<file path="config.mk">
export PLATFORM = sky130hd
export DESIGN_NAME = sev_seg_scan
export DESIGN_NICKNAME = d
export VERILOG_FILES = /design/src/rtl/sev_seg_pkg.sv /design/src/rtl/bin2bcd_seq.sv /design/src/rtl/sev_seg_scan.sv
export SDC_FILE = /design/constraint.sdc
export NUM_CORES = 1
export LEC_CHECK = 0
export CAP_MARGIN = 10
export CORE_MARGIN = 3
export CORE_UTILIZATION = 30
export CTS_BUF_LIST = sky130_fd_sc_hd__clkbuf_8
export DETAILED_ROUTE_END_ITERATION = 6
export HOLD_SLACK_MARGIN = 0.03
export PLACE_DENSITY = 0.44
export SLEW_MARGIN = 20
export SYNTH_ARGS = -nofsm -noshare
export SYNTH_HDL_FRONTEND = slang
export SYNTH_SLANG_ARGS = --single-unit
</file>
<file path="constraint.sdc">
create_clock -name clk -period 3.2 [get_ports clk]
set_input_delay 0.8 -clock clk [delete_from_list [all_inputs] [get_ports clk]]
set_output_delay 0.8 -clock clk [all_outputs]
set_load 0.1 [all_outputs]
</file>
<file path="src/rtl/sev_seg_pkg.sv">
// sev_seg_pkg
// Shared definitions for the multiplexed seven-segment driver.
// Contents:
//   SEG_0..SEG_9, SEG_DASH, SEG_BLANK : active-low glyphs, bit order {g,f,e,d,c,b,a}
//   bcd_to_seg   : one BCD digit to its glyph (codes 10-15 show blank)
//   idx_width    : width of a digit index for a given digit count
//   max_display  : largest value a given number of decimal digits can show
package sev_seg_pkg;

   localparam logic [6:0] SEG_0     = 7'b1000000;
   localparam logic [6:0] SEG_1     = 7'b1111001;
   localparam logic [6:0] SEG_2     = 7'b0100100;
   localparam logic [6:0] SEG_3     = 7'b0110000;
   localparam logic [6:0] SEG_4     = 7'b0011001;
   localparam logic [6:0] SEG_5     = 7'b0010010;
   localparam logic [6:0] SEG_6     = 7'b0000010;
   localparam logic [6:0] SEG_7     = 7'b1111000;
   localparam logic [6:0] SEG_8     = 7'b0000000;
   localparam logic [6:0] SEG_9     = 7'b0010000;
   localparam logic [6:0] SEG_DASH  = 7'b0111111;
   localparam logic [6:0] SEG_BLANK = 7'b1111111;

   // Codes 10-15 never come out of the converter; they fall to blank.
   function automatic logic [6:0] bcd_to_seg(input logic [3:0] bcd);
      logic [6:0] pattern;
      case (bcd)
         4'd0:    pattern = SEG_0;
         4'd1:    pattern = SEG_1;
         4'd2:    pattern = SEG_2;
         4'd3:    pattern = SEG_3;
         4'd4:    pattern = SEG_4;
         4'd5:    pattern = SEG_5;
         4'd6:    pattern = SEG_6;
         4'd7:    pattern = SEG_7;
         4'd8:    pattern = SEG_8;
         4'd9:    pattern = SEG_9;
         default: pattern = SEG_BLANK;
      endcase
      return pattern;
   endfunction

   function automatic int idx_width(input int digits);
      return (digits > 1) ? $clog2(digits) : 1;
   endfunction

   function automatic logic [63:0] max_display(input int digits);
      logic [63:0] r;
      r = 64'd1;
      for (int i = 0; i < digits; i++) begin
         r = r * 64'd10;
      end
      return r - 64'd1;
   endfunction

endpackage

</file>
<file path="src/rtl/bin2bcd_seq.sv">
// bin2bcd_seq
// Sequential double-dabble binary to BCD converter, one shift/add-3 step per clock.
// Ports:
//   clk, rst_n : clock, asynchronous active-low reset
//   start      : load value and begin (ignored while busy)
//   value      : unsigned binary input, VAL_W bits
//   busy       : conversion in progress (high from the load edge until the done edge)
//   done       : high for the final busy cycle; bcd holds the finished result
//   bcd        : DIGITS packed BCD nibbles, digit 0 in the low nibble
module bin2bcd_seq
   import sev_seg_pkg::*;
#(
   parameter int VAL_W  = 8,
   parameter int DIGITS = 4
) (
   input  logic                clk,
   input  logic                rst_n,
   input  logic                start,
   input  logic [VAL_W-1:0]    value,
   output logic                busy,
   output logic                done,
   output logic [4*DIGITS-1:0] bcd
);

   localparam int SR_W  = VAL_W + 4*DIGITS;
   localparam int CNT_W = $clog2(VAL_W + 1);

   logic [SR_W-1:0]  shift_reg;
   logic [SR_W-1:0]  shift_step;
   logic [CNT_W-1:0] step_cnt;

   // After VAL_W steps the counter parks for one cycle, announcing done,
   // so the result is taken on the following edge.
   assign done = busy && (step_cnt == CNT_W'(VAL_W));
   assign bcd  = shift_reg[VAL_W +: 4*DIGITS];

   // One double-dabble step: add 3 to every BCD nibble >= 5, then shift left.
   always_comb begin
      shift_step = shift_reg;
      for (int d = 0; d < DIGITS; d++) begin
         if (shift_step[VAL_W + 4*d +: 4] >= 4'd5) begin
            shift_step[VAL_W + 4*d +: 4] = shift_step[VAL_W + 4*d +: 4] + 4'd3;
         end
      end
      shift_step = shift_step << 1;
   end

   // Load on start, step while busy, drop busy on the edge after the last step.
   always_ff @(posedge clk or negedge rst_n) begin
      if (!rst_n) begin
         shift_reg <= '0;
         step_cnt  <= '0;
         busy      <= 1'b0;
      end else if (start && !busy) begin
         shift_reg <= {{(4*DIGITS){1'b0}}, value};
         step_cnt  <= '0;
         busy      <= 1'b1;
      end else if (busy) begin
         if (done) begin
            busy <= 1'b0;
         end else begin
            shift_reg <= shift_step;
            step_cnt  <= step_cnt + 1'b1;
         end
      end
   end

endmodule

</file>
<file path="src/rtl/sev_seg_scan.sv">
// sev_seg_scan
// N-digit multiplexed seven-segment driver. A binary value accepted over a
// valid/ready handshake is converted to BCD and displayed, digits scanned
// with a programmable refresh divider.
// Ports:
//   clk, rst_n : clock, asynchronous active-low reset
//   in_valid   : new value offered
//   in_ready   : converter idle; value taken when in_valid & in_ready
//   in_value   : unsigned binary value, VAL_W bits
//   an         : digit enables, active-low, digit 0 is least significant
//   seg        : segments {g,f,e,d,c,b,a}, active-low
//   ovf        : displayed value exceeded 10^DIGITS-1 (digits show dashes)
// Optional feature: define SEV_SEG_LZ_BLANK_EN for leading-zero blanking.
module sev_seg_scan
   import sev_seg_pkg::*;
#(
   parameter int DIGITS      = 4,
   parameter int VAL_W       = 8,
   parameter int REFRESH_DIV = 100000
) (
   input  logic              clk,
   input  logic              rst_n,
   input  logic              in_valid,
   output logic              in_ready,
   input  logic [VAL_W-1:0]  in_value,
   output logic [DIGITS-1:0] an,
   output logic [6:0]        seg,
   output logic              ovf
);

   localparam int IDX_W = idx_width(DIGITS);
   localparam int DIV_W = $clog2(REFRESH_DIV);
   localparam int CMP_W = (VAL_W > 32) ? VAL_W : 32;
   localparam logic [CMP_W-1:0] MAX_VAL = CMP_W'(max_display(DIGITS));

   logic                start;
   logic                busy;
   logic                done;
   logic                too_big;
   logic                ovf_pend;
   logic                ovf_nxt;
   logic [4*DIGITS-1:0] bcd;
   logic [4*DIGITS-1:0] digits;
   logic [4*DIGITS-1:0] digits_nxt;
   logic [DIV_W-1:0]    div_cnt;
   logic                wrap;
   logic [IDX_W-1:0]    idx;
   logic [IDX_W-1:0]    idx_nxt;
   logic [DIGITS-1:0]   blank;
   logic [DIGITS-1:0]   an_nxt;
   logic [3:0]          nibble;
   logic [6:0]          seg_nxt;

   assign in_ready = ~busy;
   assign start    = in_valid & in_ready;
   assign too_big  = CMP_W'(in_value) > MAX_VAL;

   bin2bcd_seq #(
      .VAL_W  (VAL_W),
      .DIGITS (DIGITS)
   ) u_conv (
      .clk   (clk),
      .rst_n (rst_n),
      .start (start),
      .value (in_value),
      .busy  (busy),
      .done  (done),
      .bcd   (bcd)
   );

   // The overflow decision is made on the accepted value and held until the
   // conversion lands, so digits and ovf switch together.
   always_ff @(posedge clk or negedge rst_n) begin
      if (!rst_n) begin
         ovf_pend <= 1'b0;
      end else if (start) begin
         ovf_pend <= too_big;
      end
   end

   // Next display contents and scan position; outputs are built from these
   // so a digit selected on the same edge as an update shows the new value.
   always_comb begin
      digits_nxt = digits;
      ovf_nxt    = ovf;
      if (done) begin
         digits_nxt = bcd;
         ovf_nxt    = ovf_pend;
      end
      wrap    = (div_cnt == DIV_W'(REFRESH_DIV - 1));
      idx_nxt = idx;
      if (wrap) begin
         idx_nxt = (idx == IDX_W'(DIGITS - 1)) ? '0 : idx + 1'b1;
      end
   end

`ifdef SEV_SEG_LZ_BLANK_EN
   logic zero_above;

   // Walk down from the top digit; every digit whose own nibble and all
   // higher nibbles are zero is blanked. Digit 0 is never blanked.
   always_comb begin
      blank      = '0;
      zero_above = 1'b1;
      for (int d = DIGITS - 1; d > 0; d--) begin
         zero_above = zero_above & (digits_nxt[4*d +: 4] == 4'd0);
         blank[d]   = zero_above;
      end
   end
`else
   assign blank = '0;
`endif

   // Glyph for the selected digit: dashes on overflow take priority over blanking.
   always_comb begin
      an_nxt = ~(DIGITS'(1) << idx_nxt);
      nibble = digits_nxt[4*idx_nxt +: 4];
      if (ovf_nxt) begin
         seg_nxt = SEG_DASH;
      end else if (blank[idx_nxt]) begin
         seg_nxt = SEG_BLANK;
      end else begin
         seg_nxt = bcd_to_seg(nibble);
      end
   end

   // Display registers, refresh divider, scan index and the registered pins.
   always_ff @(posedge clk or negedge rst_n) begin
      if (!rst_n) begin
         digits  <= '0;
         ovf     <= 1'b0;
         div_cnt <= '0;
         idx     <= '0;
         an      <= '1;
         seg     <= SEG_BLANK;
      end else begin
         digits  <= digits_nxt;
         ovf     <= ovf_nxt;
         div_cnt <= wrap ? '0 : div_cnt + 1'b1;
         idx     <= idx_nxt;
         an      <= an_nxt;
         seg     <= seg_nxt;
      end
   end

endmodule

</file>
Word-level counts from Yosys, hierarchy flattened
Memories as Yosys holds them, arrays and structs flattened. Cells that the tools add are included.

Order comparisons: 5. Reduce and logical (&&, ||, !) cells: 5. Shift-type cells: 2. Muxes and demuxes: 22. Divide/modulo/power cells: 0. $mul: 0. Bitwise operators: 3. Equality and inequality tests: 4. Add/subtract/negate cells: 7.

Operator list (number): $mux 24 (3); $mux 4 (6); $add 17x1->17 const B (1); $eq 17x17->1 const B (1); $mux 17 (1); $ge 4x3->1 const B (4); $mux 16 (1); $shiftx 16x5->4 (1); $mux 7 (2); $add 4x2->4 const B (3); $mux 1 (5); $add 4x1->4 const B (1); $eq 4x4->1 const B (1); $mux 2 (2); $not 4->4 (1); $shl 1x2->4 const A (1); $add 3x2->3 const B (1); $lt 2x3->1 const B (1); $mux 3 (1); $add 2x1->2 const B (1); $bmux 1 s2 (1); $eq 2x2->1 const B (1); $logic_and 1x1->1 (2); $ne 2x1->1 const B (1); 5 further kinds (5).

Word-level logic and storage cells: 58. Latch bits: 0. Bits in registers: 76. Output and inout bits: 13. Memory bits (writable): 0. Memories: 1. ROM bits: 112.

Memories: (no name shown) (words 16, bits a word 7, rd ports 1, clocked after memory_dff 0, wr ports 0, line sev_seg_pkg.sv:26) `case (bcd)`.

Longest topological paths before layout
Depth after elaboration: 7. Gate-level depth with buffers: 13. Mapped depth without buffers: 11.

Modules after synthesis
From an unflattened synthesis, not the netlist that was laid out.

Cell total of the unflattened synthesis: 374. Area total of the unflattened synthesis: 4139.0 sq um.

By module, submodules not included: sev_seg_scan (cells an instance 204, area an instance 2423.6 sq um, sequential area each 1189.9 sq um, times used 1); bin2bcd_seq (cells an instance 170, area an instance 1715.4 sq um, sequential area each 725.7 sq um, times used 1).

Worst setup path after synthesis
No wires, ideal clock.

Path type: register -> register. From: reg div_cnt[0]. To: reg seg[4]. Setup slack: 0.592 ns. Stages on the path, launching flop included: 10. Buffers on the path: 1. Required time: 3.132 ns. Library setup time: 0.068 ns. Arrival: 2.540 ns. Path through: dfrtp_1 ha_1 and4_4 and4_1 buf_6 mux2i_4 mux2_2 ha_1 mux2_4 a21oi_2.

Word-level cells in the longest chain between the ends: 6. Elaborated cells between the ends (all ways): 8. Those cells by class: eq/ne: 1; shift: 1; mux: 5; memory: 1.

Ends and longest elaborated chain: start, declared (line sev_seg_scan.sv:45) `logic [DIV_W-1:0] div_cnt;`; start signal, assigned (line sev_seg_scan.sv:139) `div_cnt <= wrap ? '0 : div_cnt + 1'b1;`; $eq 17x17->1 * (line sev_seg_scan.sv:90) `wrap = (div_cnt == DIV_W'(REFRESH_DIV - 1));`; $mux 2 * (line sev_seg_scan.sv:92) `if (wrap) begin`; $shiftx 16x5->4 / $bmux 1 s2 (equally long branches) (line sev_seg_scan.sv:117, sev_seg_scan.sv:120); $mem_v2 16x7 / $mux 1 (equally long branches); $mux 7 * (line sev_seg_scan.sv:120) `end else if (blank[idx_nxt]) begin`; $mux 7 * (line sev_seg_scan.sv:118) `if (ovf_nxt) begin`; named net seg_nxt[4] (line sev_seg_scan.sv:52) `logic [6:0] seg_nxt;`; end signal, assigned (line sev_seg_scan.sv:142) `seg <= seg_nxt;`; end, declared (line sev_seg_scan.sv:27) `output logic [6:0] seg,`.

Mark *: on every way through the listed nets, which the timed path passes. The rest lies on a longest branch. The select of a mux whose other input is x is not followed. A chain may end at the register's enable or synchronous reset.

Worst setup path after layout
Same ends and word-level chain as after synthesis.

==> flow_summary.yaml <==
status:
  status: "complete, no violations"
clock_network:
  clkLatencyLatePin_ns: 0.36
  cts_tree: "yes"
  clk_pin_slew_ns: 0.09
  cts_buffers: 9
  hold_buffers: 0
  root_buffer: "clkbuf_8"
  h-tree-depth: 3
  postCtsSetupRepairBufs: 0
  cts_max_path_buffers: 2
  clock_sinks: 76
  cts_resized: 0
yosys:
  synth_fp_nets: 373
  synth_top_cell_by_area: "dfrtp_1"
  synth_ff_type: "dfrtp_1"
  synth_cell_types: 42
  synth-seq-area-share: 0.509
  synth-edff-count: 0
  syn_area_mm2: 0.00376
  yosysWarnings: 0
  synth.area.mux_share: 0.0899
  avgSynthCellArea_um2: 10.9
  synth.area.top_cells: "dfrtp_1 (43%), dfstp_2 (7.7%), ha_1 (6.0%)"
  synth_top_family_by_area: "simple AND/OR/NAND/NOR gates"
  synth-simple-area-share: 0.147
  synth_cells: 344
  yosys.area_share.adder: 0.0599
  synth_xor_area_frac: 0.0559
  synth_top_area_frac: 0.433
  synth_compound_area_frac: 0.0995
  ys_ff_latch: 76
  synth_async_sr_flop_share: 1.00
detailed_routing:
  wl_per_cell_um: 13.6
  drc: 0
  detail-route-antenna-nets: 0
  vias: 2522
  drt_wl_total_mm: 7.43
  drt_iter0_markers: 117
  drtPass1Iterations: 4
  viasPerCell: 4.62
critical_path:
  critical_path_class: "reg2reg"
  arrival_ns: 2.97
  cp-start-kind: "register"
  reg2reg_depth: 9
  cp_max_fo: 11
  reg2reg_to: "seg[4]"
  slowest_stage: "dfrtp_1"
  endpoint_kind: "register"
  slowest_delay_ns: 0.41
  r2r-start: "div_cnt[0]"
  ff2ff_setup_slack_ns: 0.52
  worstPathCellList: "ha_1 -> and4_4 -> nand4_1 -> mux2i_2 -> buf_4 -> mux2_2 -> mux2i_4 -> mux2_4 -> a21oi_2"
  cp_data_required_time_ns: 3.49
placement:
  globalplace.congestion: 0.741
  hpwl_mm: 5.05
  place.port_buffers: 23
  dpl.cell_count: 530
  dpl_worst_slack_ns: 0.548
sta:
  finalHoldViolCount: 0
  slew_headroom: 0.410
  fmax_ghz: 0.373
  skew_ns: 0.0126
  worst_slew_pin_slew_ns: 0.883
  timing.final.crit_period_ns: 2.68
  setup_tns_ns: 0
  finalCritPeriodShare: 0.837
  finalHoldWorstSlack_ns: 0.458
  finalWorstSetupSlack_ns: 0.521
  rsz0062_at_grt: "false"
  slew_viol_final: 0
  setup_violations: 0
power:
  p_leak_nw: 2.10
  power_mw: 4.09
  cellPowerDensity_mw_per_mm2: 925
  p_int_mw: 2.47
  peakVddDrop_mv: 0.729
  p_seq_frac: 0.356
  switching_share: 0.396
  p_clk_frac: 0.231
  p_comb_frac: 0.413
  p_switching_mw: 1.62
final_layout:
  fillers: 1225
  layoutNonFillerInstCount: 546
  drive_gt1_frac: 0.185
  nets: 402
  largest_reg_flops: 24
  syn2layout_area_growth_pct: 17.6
  antenna_cells: 0
global_routing:
  overflow: 0
  grt_pass1_wl_mm: 13.1
  grt_max_degree: 48
  first_global_vias: 2594
  antenna_found_initial: 0
  grt_usage: 0.116
floorplanning:
  rows: 40
  dieHeight_um: 118
  die-area_mm2: 0.0139
  initial_core_util: 0.310
  ios: 24
  core-area_mm2: 0.0121
  die_w_um: 118
min_path:
  hold_path.class: "in2async"
flow_run:
  max_cap_viol_count: 0
==> power by group through the flow <==
stage	sequential [mW]	combinational (mW)	clock, mW
floorplan	1.72	1.08	0
global placement	1.47	1.69	0
detailed placement	1.48	1.71	0
CTS	1.46	1.72	0.986
global route	1.50	1.90	1.03
finish	1.46	1.69	0.947
==> synthesized netlist by cell type (all sizes together), types with 2 or more instances <==
| cell | instances |
|---|---|
| nand2b | 5 |
| nor4bb | 2 |
| nand4 | 4 |
| xnor2 | 13 |
| mux2 | 12 |
| clkbuf | 7 |
| nand3 | 16 |
| a32oi | 2 |
| nor2b | 2 |
| a32o | 4 |
| and3 | 4 |
| dfstp | 11 |
| dfrtp | 65 |
| nand2 | 42 |
| o21ai | 24 |
| o31ai | 9 |
| xor2 | 11 |
| mux2i | 15 |
| a21oi | 13 |
| ha | 18 |
| and2 | 4 |
| and4 | 4 |
| nor2 | 18 |
| inv | 22 |
| a22oi | 8 |
| buf | 5 |
==> stage by stage <==
| stage | util | area, µm² |
|---|---|---|
| 6_report | 0.365 | 4420 |
| 5_1_grt | 0.365 | 4420 |
| 4_1_cts | 0.365 | 4420 |
| 3_5_place_dp | 0.344 | 4170 |
| 3_3_place_gp | 0.344 | 4170 |
| 2_1_floorplan | - | 3760 |
==> critical path: cells and delay by family (launching register included) <==
| kind | cells | cell delay, ns |
|---|---|---|
| AO/OA/AOI/OAI | 1 | 0.13 |
| adder cells (fa/ha/maj) | 1 | 0.25 |
| buffers and inverters | 1 | 0.23 |
| flip-flops | 1 | 0.41 |
| multiplexers | 4 | 1.25 |
| AND/OR/NAND/NOR | 2 | 0.34 |
==> layout by cell type, fill, tap and decap left out, drive strengths merged <==
| master | instances |
|---|---|
| dfrtp | 65 |
| nand2 | 42 |
| inv | 24 |
| o21ai | 24 |
| buf | 21 |
| nor2 | 18 |
| ha | 18 |
| nand3 | 16 |
| mux2i | 15 |
| xnor2 | 13 |
| a21oi | 13 |
| mux2 | 12 |
| xor2 | 11 |
| dfstp | 11 |
| o31ai | 9 |
| clkbuf | 9 |
| clkdlybuf4s50 | 9 |
| a22oi | 8 |
| nand2b | 5 |
| nand4 | 4 |
| and2 | 4 |
| a32o | 4 |
| bufinv | 4 |
| and3 | 4 |
| and4 | 4 |
| a32oi | 2 |
| nor2b | 2 |
| nor4bb | 2 |
| nor4b | 1 |
| nand4b | 1 |
| nand3b | 1 |
| nor3 | 1 |
| clkinv | 1 |
==> cells by family (layout without fill, tap and decap cells) <==
logic type      count (synthesis)  after routing
buf+inv                        34             68
mux                            27             27
flops                          76             76
fa+ha+maj                      18             18
simple gates                  105            105
xor+xnor                       24             24
compound gates                 60             60
==> layer usage <==
metal  GRT usage  routed length, µm  vias to the layer above
li1            -                  -                     1238
met1       0.155               3670                     1236
met2       0.180               3400                       41
met3      0.0356                255                        7
met4      0.0374                 98                        0
met5           0                  0                        -
==> how the worst max path moves through the flow <==
stage | startpoint | endpoint | slack, ns | depth (start not counted)
finish | div_cnt[0] | seg[4] | 0.52 | 9
global route | div_cnt[0] | seg[4] | 0.35 | 9
CTS | div_cnt[0] | seg[4] | 0.52 | 9
detailed placement | div_cnt[0] | seg[4] | 0.55 | 9
global placement | div_cnt[0] | seg[4] | 0.59 | 9
floorplan | div_cnt[0] | seg[4] | 0.59 | 9
==> area by class of cell <==
class	count	area, µm²	share of cell area
clock inverters	7	131	0.0297
inverters	22	82.6	0.0187
well taps	168	210	0.0475
clock buffers	9	124	0.0280
flip-flops and latches	76	1920	0.433
repair buffers	30	260	0.0588
multi-input cells	234	1700	0.384
Note: power is estimated with default switching activity, not from simulation.
